File: src/rtl/pattern_walker_pkg.sv
// Shared definitions for the coordinate walker: FSM states, walk order encodings
// and default coordinate formats reused by the solver cores.
package pattern_walker_pkg;

  localparam int DEF_WIDTH = 27;
  localparam int DEF_FRAC  = 23;
  localparam int DEF_IDX_W = 12;

  localparam logic ORDER_RASTER   = 1'b0;
  localparam logic ORDER_COLMAJOR = 1'b1;

  typedef enum logic [1:0] {
    ST_IDLE = 2'd0,
    ST_INIT = 2'd1,
    ST_EMIT = 2'd2,
    ST_FIN  = 2'd3
  } walk_state_t;

  function automatic logic fast_is_y(input logic order);
    return order == ORDER_COLMAJOR;
  endfunction

endpackage

File: src/rtl/pattern_walker_axis_stepper.sv
// One walk axis: position and pixel index plus look-ahead limit flags computed
// with enough headroom that a step past the limit can never wrap.
module pattern_walker_axis_stepper #(
  parameter int WIDTH = 27,
  parameter int IDX_W = 12
) (
  input  logic                    clock,
  input  logic                    reset,
  input  logic                    load,
  input  logic                    advance,
  input  logic                    rewind,
  input  logic signed [WIDTH-1:0] load_pos,
  input  logic signed [WIDTH-1:0] load_stride,
  input  logic signed [WIDTH-1:0] load_limit,
  input  logic [IDX_W-1:0]        load_idx,
  input  logic [IDX_W-1:0]        load_idx_step,
  output logic signed [WIDTH-1:0] pos,
  output logic [IDX_W-1:0]        idx,
  output logic signed [WIDTH-1:0] next_pos,
  output logic [IDX_W-1:0]        next_idx,
  output logic signed [WIDTH-1:0] origin,
  output logic [IDX_W-1:0]        origin_idx,
  output logic                    over,
  output logic                    exceed,
  output logic                    exceed2,
  output logic                    exceed_rw
);

  logic signed [WIDTH-1:0]   stride;
  logic signed [WIDTH-1:0]   limit;
  logic [IDX_W-1:0]          idx_step;
  logic signed [WIDTH+1:0]   pos_e, stride_e, limit_e, origin_e;

  always_ff @(posedge clock or posedge reset) begin
    if (reset) begin
      pos        <= '0;
      idx        <= '0;
      origin     <= '0;
      origin_idx <= '0;
      stride     <= '0;
      limit      <= '0;
      idx_step   <= '0;
    end else if (load) begin
      pos        <= load_pos;
      idx        <= load_idx;
      origin     <= load_pos;
      origin_idx <= load_idx;
      stride     <= load_stride;
      limit      <= load_limit;
      idx_step   <= load_idx_step;
    end else if (rewind) begin
      pos <= origin;
      idx <= origin_idx;
    end else if (advance) begin
      pos <= next_pos;
      idx <= next_idx;
    end
  end

  assign pos_e    = {{2{pos[WIDTH-1]}}, pos};
  assign stride_e = {{2{stride[WIDTH-1]}}, stride};
  assign limit_e  = {{2{limit[WIDTH-1]}}, limit};
  assign origin_e = {{2{origin[WIDTH-1]}}, origin};

  assign next_pos  = pos + stride;
  assign next_idx  = idx + idx_step;
  assign over      = pos_e > limit_e;
  assign exceed    = (pos_e + stride_e) > limit_e;
  // Two steps ahead lets the top register coord_last for the tuple it is loading.
  assign exceed2   = (pos_e + stride_e + stride_e) > limit_e;
  assign exceed_rw = (origin_e + stride_e) > limit_e;

endmodule

File: src/rtl/pattern_walker.sv
// Interleaved raster / column-major coordinate walker with valid/ready output,
// abort, empty-region detection and a done pulse.
module pattern_walker
  import pattern_walker_pkg::*;
#(
  parameter int CORE_ID    = 0,
  parameter int CORE_COUNT = 1,
  parameter int WIDTH      = 27,
  parameter int IDX_W      = 12
) (
  input  logic                    clock,
  input  logic                    reset,
  input  logic                    start,
  input  logic                    abort,
  input  logic                    col_major,
  input  logic signed [WIDTH-1:0] min_x,
  input  logic signed [WIDTH-1:0] min_y,
  input  logic signed [WIDTH-1:0] max_x,
  input  logic signed [WIDTH-1:0] max_y,
  input  logic signed [WIDTH-1:0] dx,
  input  logic signed [WIDTH-1:0] dy,
  output logic                    coord_valid,
  input  logic                    coord_ready,
  output logic signed [WIDTH-1:0] coord_x,
  output logic signed [WIDTH-1:0] coord_y,
  output logic [IDX_W-1:0]        pixel_col,
  output logic [IDX_W-1:0]        pixel_row,
  output logic                    coord_last,
  output logic                    busy,
  output logic                    done
);

  localparam logic signed [WIDTH-1:0] ID_MUL  = WIDTH'(CORE_ID);
  localparam logic signed [WIDTH-1:0] CNT_MUL = WIDTH'(CORE_COUNT);
  localparam logic [IDX_W-1:0]        ID_IDX  = IDX_W'(CORE_ID);
  localparam logic [IDX_W-1:0]        CNT_IDX = IDX_W'(CORE_COUNT);

  walk_state_t state;
  logic        order;

  logic signed [WIDTH-1:0] f_min_sel, f_max_sel, f_step_sel, s_min_sel, s_max_sel, s_step_sel;
  logic                    load_go, handshake, f_adv, f_rw, s_adv, fin_next, n_last;
  logic signed [WIDTH-1:0] nf_pos, ns_pos, tx, ty;
  logic [IDX_W-1:0]        nf_idx, ns_idx, tcol, trow;

  logic signed [WIDTH-1:0] f_pos, f_next, f_origin, s_pos, s_next, s_origin;
  logic [IDX_W-1:0]        f_idx, f_next_idx, f_origin_idx, s_idx, s_next_idx, s_origin_idx;
  logic                    f_over, f_exceed, f_exceed2, f_exceed_rw;
  logic                    s_over, s_exceed, s_exceed2, s_exceed_rw;
  logic                    unused_slow;

  assign f_min_sel  = fast_is_y(col_major) ? min_y : min_x;
  assign f_max_sel  = fast_is_y(col_major) ? max_y : max_x;
  assign f_step_sel = fast_is_y(col_major) ? dy : dx;
  assign s_min_sel  = fast_is_y(col_major) ? min_x : min_y;
  assign s_max_sel  = fast_is_y(col_major) ? max_x : max_y;
  assign s_step_sel = fast_is_y(col_major) ? dx : dy;
  assign load_go    = (state == ST_IDLE) && start;
  assign handshake  = (state == ST_EMIT) && coord_valid && coord_ready;
  assign unused_slow = ^{s_origin, s_origin_idx, s_exceed_rw};

  pattern_walker_axis_stepper #(.WIDTH(WIDTH), .IDX_W(IDX_W)) u_fast (
    .clock(clock), .reset(reset), .load(load_go), .advance(f_adv), .rewind(f_rw),
    .load_pos(f_min_sel + ID_MUL * f_step_sel), .load_stride(CNT_MUL * f_step_sel),
    .load_limit(f_max_sel), .load_idx(ID_IDX), .load_idx_step(CNT_IDX),
    .pos(f_pos), .idx(f_idx), .next_pos(f_next), .next_idx(f_next_idx),
    .origin(f_origin), .origin_idx(f_origin_idx), .over(f_over), .exceed(f_exceed),
    .exceed2(f_exceed2), .exceed_rw(f_exceed_rw)
  );

  pattern_walker_axis_stepper #(.WIDTH(WIDTH), .IDX_W(IDX_W)) u_slow (
    .clock(clock), .reset(reset), .load(load_go), .advance(s_adv), .rewind(1'b0),
    .load_pos(s_min_sel), .load_stride(s_step_sel), .load_limit(s_max_sel),
    .load_idx({IDX_W{1'b0}}), .load_idx_step(IDX_W'(1)),
    .pos(s_pos), .idx(s_idx), .next_pos(s_next), .next_idx(s_next_idx),
    .origin(s_origin), .origin_idx(s_origin_idx), .over(s_over), .exceed(s_exceed),
    .exceed2(s_exceed2), .exceed_rw(s_exceed_rw)
  );

  // Choose the next tuple and its last flag; without a handshake this is the INIT tuple.
  always_comb begin
    f_adv    = 1'b0;
    f_rw     = 1'b0;
    s_adv    = 1'b0;
    fin_next = 1'b0;
    nf_pos   = f_pos;
    nf_idx   = f_idx;
    ns_pos   = s_pos;
    ns_idx   = s_idx;
    n_last   = f_exceed & s_exceed;
    if (handshake && !abort) begin
      if (!f_exceed) begin
        f_adv  = 1'b1;
        nf_pos = f_next;
        nf_idx = f_next_idx;
        n_last = f_exceed2 & s_exceed;
      end else if (!s_exceed) begin
        f_rw   = 1'b1;
        s_adv  = 1'b1;
        nf_pos = f_origin;
        nf_idx = f_origin_idx;
        ns_pos = s_next;
        ns_idx = s_next_idx;
        n_last = f_exceed_rw & s_exceed2;
      end else begin
        fin_next = 1'b1;
      end
    end else begin
      fin_next = 1'b0;
    end
  end

  // Map fast/slow back onto x/y; pixel_col always follows x.
  always_comb begin
    if (fast_is_y(order)) begin
      tx = ns_pos; ty = nf_pos; tcol = ns_idx; trow = nf_idx;
    end else begin
      tx = nf_pos; ty = ns_pos; tcol = nf_idx; trow = ns_idx;
    end
  end

  // Walk FSM with registered handshake outputs.
  always_ff @(posedge clock or posedge reset) begin
    if (reset) begin
      state       <= ST_IDLE;
      order       <= ORDER_RASTER;
      coord_valid <= 1'b0;
      coord_last  <= 1'b0;
      coord_x     <= '0;
      coord_y     <= '0;
      pixel_col   <= '0;
      pixel_row   <= '0;
      busy        <= 1'b0;
      done        <= 1'b0;
    end else begin
      done <= 1'b0;
      case (state)
        ST_IDLE: begin
          if (start) begin
            order <= col_major;
            busy  <= 1'b1;
            state <= ST_INIT;
          end
        end
        ST_INIT, ST_EMIT: begin
          if (abort || fin_next || (state == ST_INIT && (f_over || s_over))) begin
            state       <= ST_FIN;
            coord_valid <= 1'b0;
            coord_last  <= 1'b0;
            busy        <= 1'b0;
            done        <= 1'b1;
          end else if (state == ST_INIT || handshake) begin
            state       <= ST_EMIT;
            coord_valid <= 1'b1;
            coord_last  <= n_last;
            coord_x     <= tx;
            coord_y     <= ty;
            pixel_col   <= tcol;
            pixel_row   <= trow;
          end
        end
        ST_FIN: begin
          state <= ST_IDLE;
        end
        default: begin
          state <= ST_IDLE;
        end
      endcase
    end
  end

endmodule

File: config.mk
export PLATFORM = sky130hd
export DESIGN_NAME = pattern_walker
export DESIGN_NICKNAME = d
export VERILOG_FILES = /design/src/rtl/pattern_walker_pkg.sv /design/src/rtl/pattern_walker_axis_stepper.sv /design/src/rtl/pattern_walker.sv
export SDC_FILE = /design/constraint.sdc
export NUM_CORES = 1
export LEC_CHECK = 0
export BUFFER_PORTS_ARGS = -buffer_cell sky130_fd_sc_hd__buf_2
export CAP_MARGIN = 5
export CELL_PAD_IN_SITES_DETAIL_PLACEMENT = 0
export CELL_PAD_IN_SITES_GLOBAL_PLACEMENT = 1
export CORE_MARGIN = 1
export CORE_UTILIZATION = 39
export CTS_CLUSTER_DIAMETER = 200
export DETAILED_ROUTE_END_ITERATION = 7
export PLACE_DENSITY = 0.74
export SETUP_SLACK_MARGIN = 0.2
export SYNTH_ARGS = -nofsm -noshare
export SYNTH_HDL_FRONTEND = slang
export SYNTH_SLANG_ARGS = --single-unit
File: constraint.sdc
create_clock -name clock -period 31.6 [get_ports clock]
set_input_delay 9.48 -clock clock [delete_from_list [all_inputs] [get_ports clock]]
set_output_delay 9.48 -clock clock [all_outputs]
set_load 0.05 [all_outputs]
* Word level (Yosys, flattened, before mapping)
Index checks and enable logic that the tools add are counted.
** Word-level totals
- Bits in registers :: 299
- Output and inout port bits :: 82
- Word-level logic and storage cells :: 123
** Operators by class
- $add $sub $neg :: 9
- Order comparisons :: 7
- Equality and inequality tests :: 6
- Mux-type cells :: 56
- Bitwise operators :: 4
- Reductions and logical operators :: 21
** Operator list (count)
- 27-bit 2-to-1 mux :: 19
- 12-bit 2-to-1 mux :: 13
- 27-bit by 27-bit adder with 28-bit output :: 3
- 28-bit by 27-bit > comparator with 1-bit output :: 3
- 28-bit by 27-bit adder with 29-bit output :: 2
- 29-bit by 27-bit > comparator with 1-bit output :: 2
- 27-bit adder :: 2
- 27-bit > comparator :: 2
- 12-bit by 1-bit adder with 12-bit output :: 2
- 1-bit 2-to-1 mux :: 19
- 2-bit 2-to-1 mux :: 3
- 2-bit case mux with 3 select lines :: 1
- 2-bit AND reduction :: 3
- 3-bit AND reduction :: 2
- 2-bit nonzero test :: 3
- 1-bit logical AND :: 5
- 2-bit equality test, second input constant :: 2
- 1-bit logical OR :: 4
- 2-bit != test, second input constant :: 2
- 1-bit bitwise AND :: 3
- 3-bit != test, second input constant :: 1
- 3-bit nonzero test :: 1
- 2-bit by 1-bit equality test with 1-bit output, second input constant :: 1
- 2-bit zero test :: 1
- 4 further kinds :: 4

* Depth between registers and ports, before layout
- Word-level depth :: 9
- Depth in mapped cells :: 28

* Modules after synthesis
A second synthesis with hierarchy kept.
** Second synthesis, totals
- Cells, all modules :: 3811
- Area total of the unflattened synthesis :: 34282.9 um^2
** Modules (own cells, without submodules)
- pattern_walker_axis_stepper at u_fast :: instances 1, cells each 1436, area each 12892.4 um^2, sequential area each 3603.5 um^2
- pattern_walker_axis_stepper at u_slow :: instances 1, cells each 1458, area each 12856.1 um^2, sequential area each 3603.5 um^2
- pattern_walker :: instances 1, cells each 917, area each 8534.4 um^2, sequential area each 2127.0 um^2

* Worst setup path before layout
Ideal clock, no wire load.
- Path type :: input -> register
- Start :: in coord_ready
- End :: reg pixel_row[3]
- Setup time :: 0.095 ns
- Arrival time :: 11.046 ns
- Path slack :: 20.458 ns
- Stages :: 6
- Buffers on the path :: 0
- Cell sequence :: nand3_1 -> nor2_1 -> nand4_2 -> nor3_2 -> mux2_2 -> o31ai_1
** Between the ends
- Cells in the longest elaborated chain, start to end :: 7
** Ends and longest elaborated chain
- start, declared :: line pattern_walker.sv:23 : input logic coord_ready,
- 1-bit logical AND * :: line pattern_walker.sv:59 : assign handshake = (state == ST_EMIT) && coord_valid && coord_ready;
- 1-bit logical AND :: line pattern_walker.sv:91 : if (handshake && !abort) begin
- 1-bit 2-to-1 mux :: line pattern_walker.sv:91
- 1-bit logical OR (2 in series) :: line pattern_walker.sv:146 : if (abort || fin_next || (state == ST_INIT && (f_over || s_over))) begin
- 1-bit inverter (no line)
- 3-bit AND reduction (no line)
- end signal, assigned :: line pattern_walker.sv:159 : pixel_row <= trow;
- end, declared :: line pattern_walker.sv:27 : output logic [IDX_W-1:0] pixel_row,
Mark *: on every way between the ends. The rest lies on a longest branch, timed or not.
A chain may end at the register's enable or synchronous reset.

* Worst setup path in the final report
- Start :: in start
- End :: reg u_slow.stride[4]
** Between the ends
- Cells in the longest elaborated chain, start to end :: 1
** Ends and longest elaborated chain
- start, declared :: line pattern_walker.sv:13 : input logic start,
- 1-bit logical AND :: line pattern_walker.sv:58 : assign load_go = (state == ST_IDLE) && start;
- end signal, assigned :: line pattern_walker_axis_stepper.sv:48 : stride <= load_stride;
- end, declared :: line pattern_walker_axis_stepper.sv:29 : logic signed [WIDTH-1:0] stride;
No other way between the ends.

==> summary.txt <==
Worst Hold End -> pixel_col[3]
Ys flop type -> dfrtp_1
Clk_skew -> 0.0204 ns
Cell accounting for the most synthesized area -> dfrtp_1
CTS buffer count -> 37
Critical path's largest stage delay -> 0.82 ns
Final Hold Violating Endpoints -> 0
Die X -> 264 um
Largest net degree at the start of global routing -> 95
DRT antenna net count -> 0
Register area share after synthesis -> 0.280
Outcome -> finished clean
Netlist Area Pre-Place -> 0.0268 mm2
Routability congestion estimate -> 1.01
DIE AREA -> 0.0697 mm2
Rows -> 95
Met1 Use GR -> 0.437
Post-CTS sizing -> 0
Area Overhead vs Synth -> 11.9%
Post-CTS setup buffers -> 0
Crit. End Element -> flop
Crit path DAT -> 12.53 ns
Min Tclk post-route -> 12.12 ns
First-pass GRT wire length -> 158000 um
H-tree levels -> 2
TritonRoute pass-1 iters -> 7
Routed WL -> 106000 um
Hold buffers post-CTS -> 0
Total GRT Usage -> 0.299
Peak Freq -> 0.0825 GHz
Number of flops mapped to enable cells by yosys -> 0
Worst path slowest cell -> buf_4
Iteration-0 DRC Markers -> 2303
Busiest grt layer -> met2
Via count -> 26198
Share of post-route cells with drive strength above 1 -> 0.119
Worst R2R Path Depth -> 22
CTS tree -> yes
Post-Synthesis Cells -> 3131
Crit share post-route -> 0.384
Ys Warns -> 0
Final Util -> 0.443
Hpwl dp -> 84000 um
Worst r2r dst -> u_fast.pos[3]
Clock-pin slew on the worst setup and hold paths -> 0.06 ns
I/O pin count -> 250
DRC Markers -> 0
RSZ-0062 raised after global routing -> no
Total gr overflow -> 0
Dpl cells -> 4135
Worst relative slew slack -> 0.186
Worst R2R Setup Slack -> 23.75 ns
Post-DR wirelength/cell -> 25.2 um
Grt met2 use -> 0.458
Vias per cell -> 6.24
Initial core utilization -> 0.396
Final setup violation count -> 0
Crit path max fanout -> 94
Most frequent cells in the layout -> ha_1, nand2_1, dfrtp_1
Setup crit start kind -> input port
Leading post-synthesis cells by cell area -> dfrtp_1, ha_1, mux2i_1, o21ai_0, a21oi_1
Post-synth cell types -> 90
CORE AREA -> 0.0675 mm2
Post-synth ARST share -> 1.00
Number of port buffers -> 249
CP Data Required Time -> 32.01 ns
Share of the synthesized area in the top cell type -> 0.280
Yosys reg bits -> 299
Hold_sp -> pixel_col[3]
Number of clock sinks -> 299
Met3 usage -> 0.0337
Setup CP Type -> in -> reg
Fillers -> 6653
Initial antenna violation count -> 0
Die Ht -> 264 um
R2r startpoint -> u_slow.stride[0]
Hold Crit Depth -> 2
Hold Path Class -> reg -> reg
Longest Clk Path Bufs -> 3
Post-Layout Cell Count -> 4200
Final slew viol count -> 0
CTS root buffer -> clkbuf_16
Vias in the first global route -> 25014
Syn nets -> 3647
Commonest non-fill, non-tap cell in the layout -> ha_1
Final setup TNS -> 0 ns
Final nets -> 3818
Worst-Skew Late Latency -> 0.57 ns
Worst slew pin tran -> 1.22 ns
Max capacitance violation total -> 0
Mean post-synth cell area -> 8.55 um2
Critical Path Most Common Cell -> buf_4
Cells along the critical path -> buf_2, nand2_4, buf_4, buf_4, buf_4, o21ai_0
==> flip-flops by register name (all words and copies together), names as in the netlist <==
| name | flops |
|---|---|
| coord_x | 27 |
| coord_y | 27 |
| u_fast.limit | 27 |
| u_fast.origin | 27 |
| u_fast.pos | 27 |
| u_fast.stride | 27 |
| u_slow.limit | 27 |
| u_slow.pos | 27 |
| u_slow.stride | 27 |
| pixel_col | 12 |
| pixel_row | 12 |
| u_fast.idx | 12 |
| u_slow.idx | 12 |
| state | 2 |
| busy | 1 |
| coord_last | 1 |
| coord_valid | 1 |
| done | 1 |
| order | 1 |
| u_slow.idx_step | 1 |
==> cell usage after synthesis (7+ instances only) <==
master       n
a2111oi_0   10
a211o_1      7
a211oi_1    83
a21boi_0     8
a21boi_1    17
a21o_1      99
a21oi_1    235
a221oi_1    18
a22oi_1     14
a31oi_1     22
a41oi_1      7
and2_1       8
and3_1      48
buf_1       15
buf_2       20
clkbuf_1   107
dfrtp_1    299
ha_1       343
inv_1      136
mux2i_1    155
nand2_1    311
nand2b_1    22
nand3_1     76
nand4_1     53
nor2_1     151
nor2b_1     50
nor3_1      71
nor4_1      23
o2111ai_1    8
o211ai_1    30
o21a_1      27
o21ai_0    239
o21ai_1     21
o21bai_1    15
o221ai_1    56
o31a_1       8
o31ai_1     32
o32ai_1     11
or2_2       13
or3_1       18
xnor2_1     87
xor2_1      33
==> worst max path at each step <==
stage	from	endpoint	slack, ns	cells after the start
after floorplan	reset	busy	13.86	1
after global placement	start	u_slow.pos[0]	19.03	7
after detailed placement	start	u_slow.limit[11]	18.95	6
after CTS	start	u_slow.stride[4]	19.54	6
after global routing	start	u_slow.stride[1]	19.27	6
final	start	u_slow.stride[4]	19.48	6
==> cells by family (layout without fill, tap and decap cells) <==
family,count (synthesis),after routing,synth area share
AND/OR/NAND/NOR,890,890,0.163
adder cells (fa/ha/maj),348,348,0.164
other,0,1,0
buffers and inverters,288,483,0.0430
AO/OA/AOI/OAI,1026,1026,0.251
flip-flops,299,299,0.280
XOR/XNOR,120,120,0.0393
multiplexers,160,160,0.0601
==> area by class of cell <==
| type | count | area, um2 | share of cell area |
|---|---|---|---|
| multi-input cells | 2544 | 18200 | 0.607 |
| flip-flops and latches | 299 | 7480 | 0.250 |
| repair buffers | 283 | 1510 | 0.0504 |
| clock buffers | 54 | 1110 | 0.0372 |
| well taps | 873 | 1090 | 0.0365 |
| inverters | 137 | 522 | 0.0174 |
| clock inverters | 9 | 55.1 | 0.00184 |
| diodes | 1 | 2.50 | 0.0000836 |
==> through the flow <==
step / setup slack (ns) / cell area, um2 / hold slack, ns
3_5_place_dp: 18.95 / 28800 / 0.469
2_1_floorplan: 13.86 / 26800 / 0.450
4_1_cts: 19.54 / 29900 / 0.482
5_1_grt: 19.27 / 29900 / 0.499
6_report: 19.48 / 29900 / 0.476
3_3_place_gp: 19.03 / 28800 / 0.463
==> layer usage <==
layer / vias to the layer above / share of wire
met3: 152 / 0.069
met1: 12848 / 0.46
met5: - / 0
met4: 0 / 0.030
li1: 12096 / -
met2: 1102 / 0.44
==> worst max-delay path: cells and delay by family <==
family	cells	cell delay, ns
AOI/OAI and AO/OA	1	0.22
and+or+nand+nor	1	0.36
buffers and inverters	4	2.38
Power is left out: the tool's default activity adds up to more than one toggle a clock period on the data nets, which glitch-free logic cannot reach.
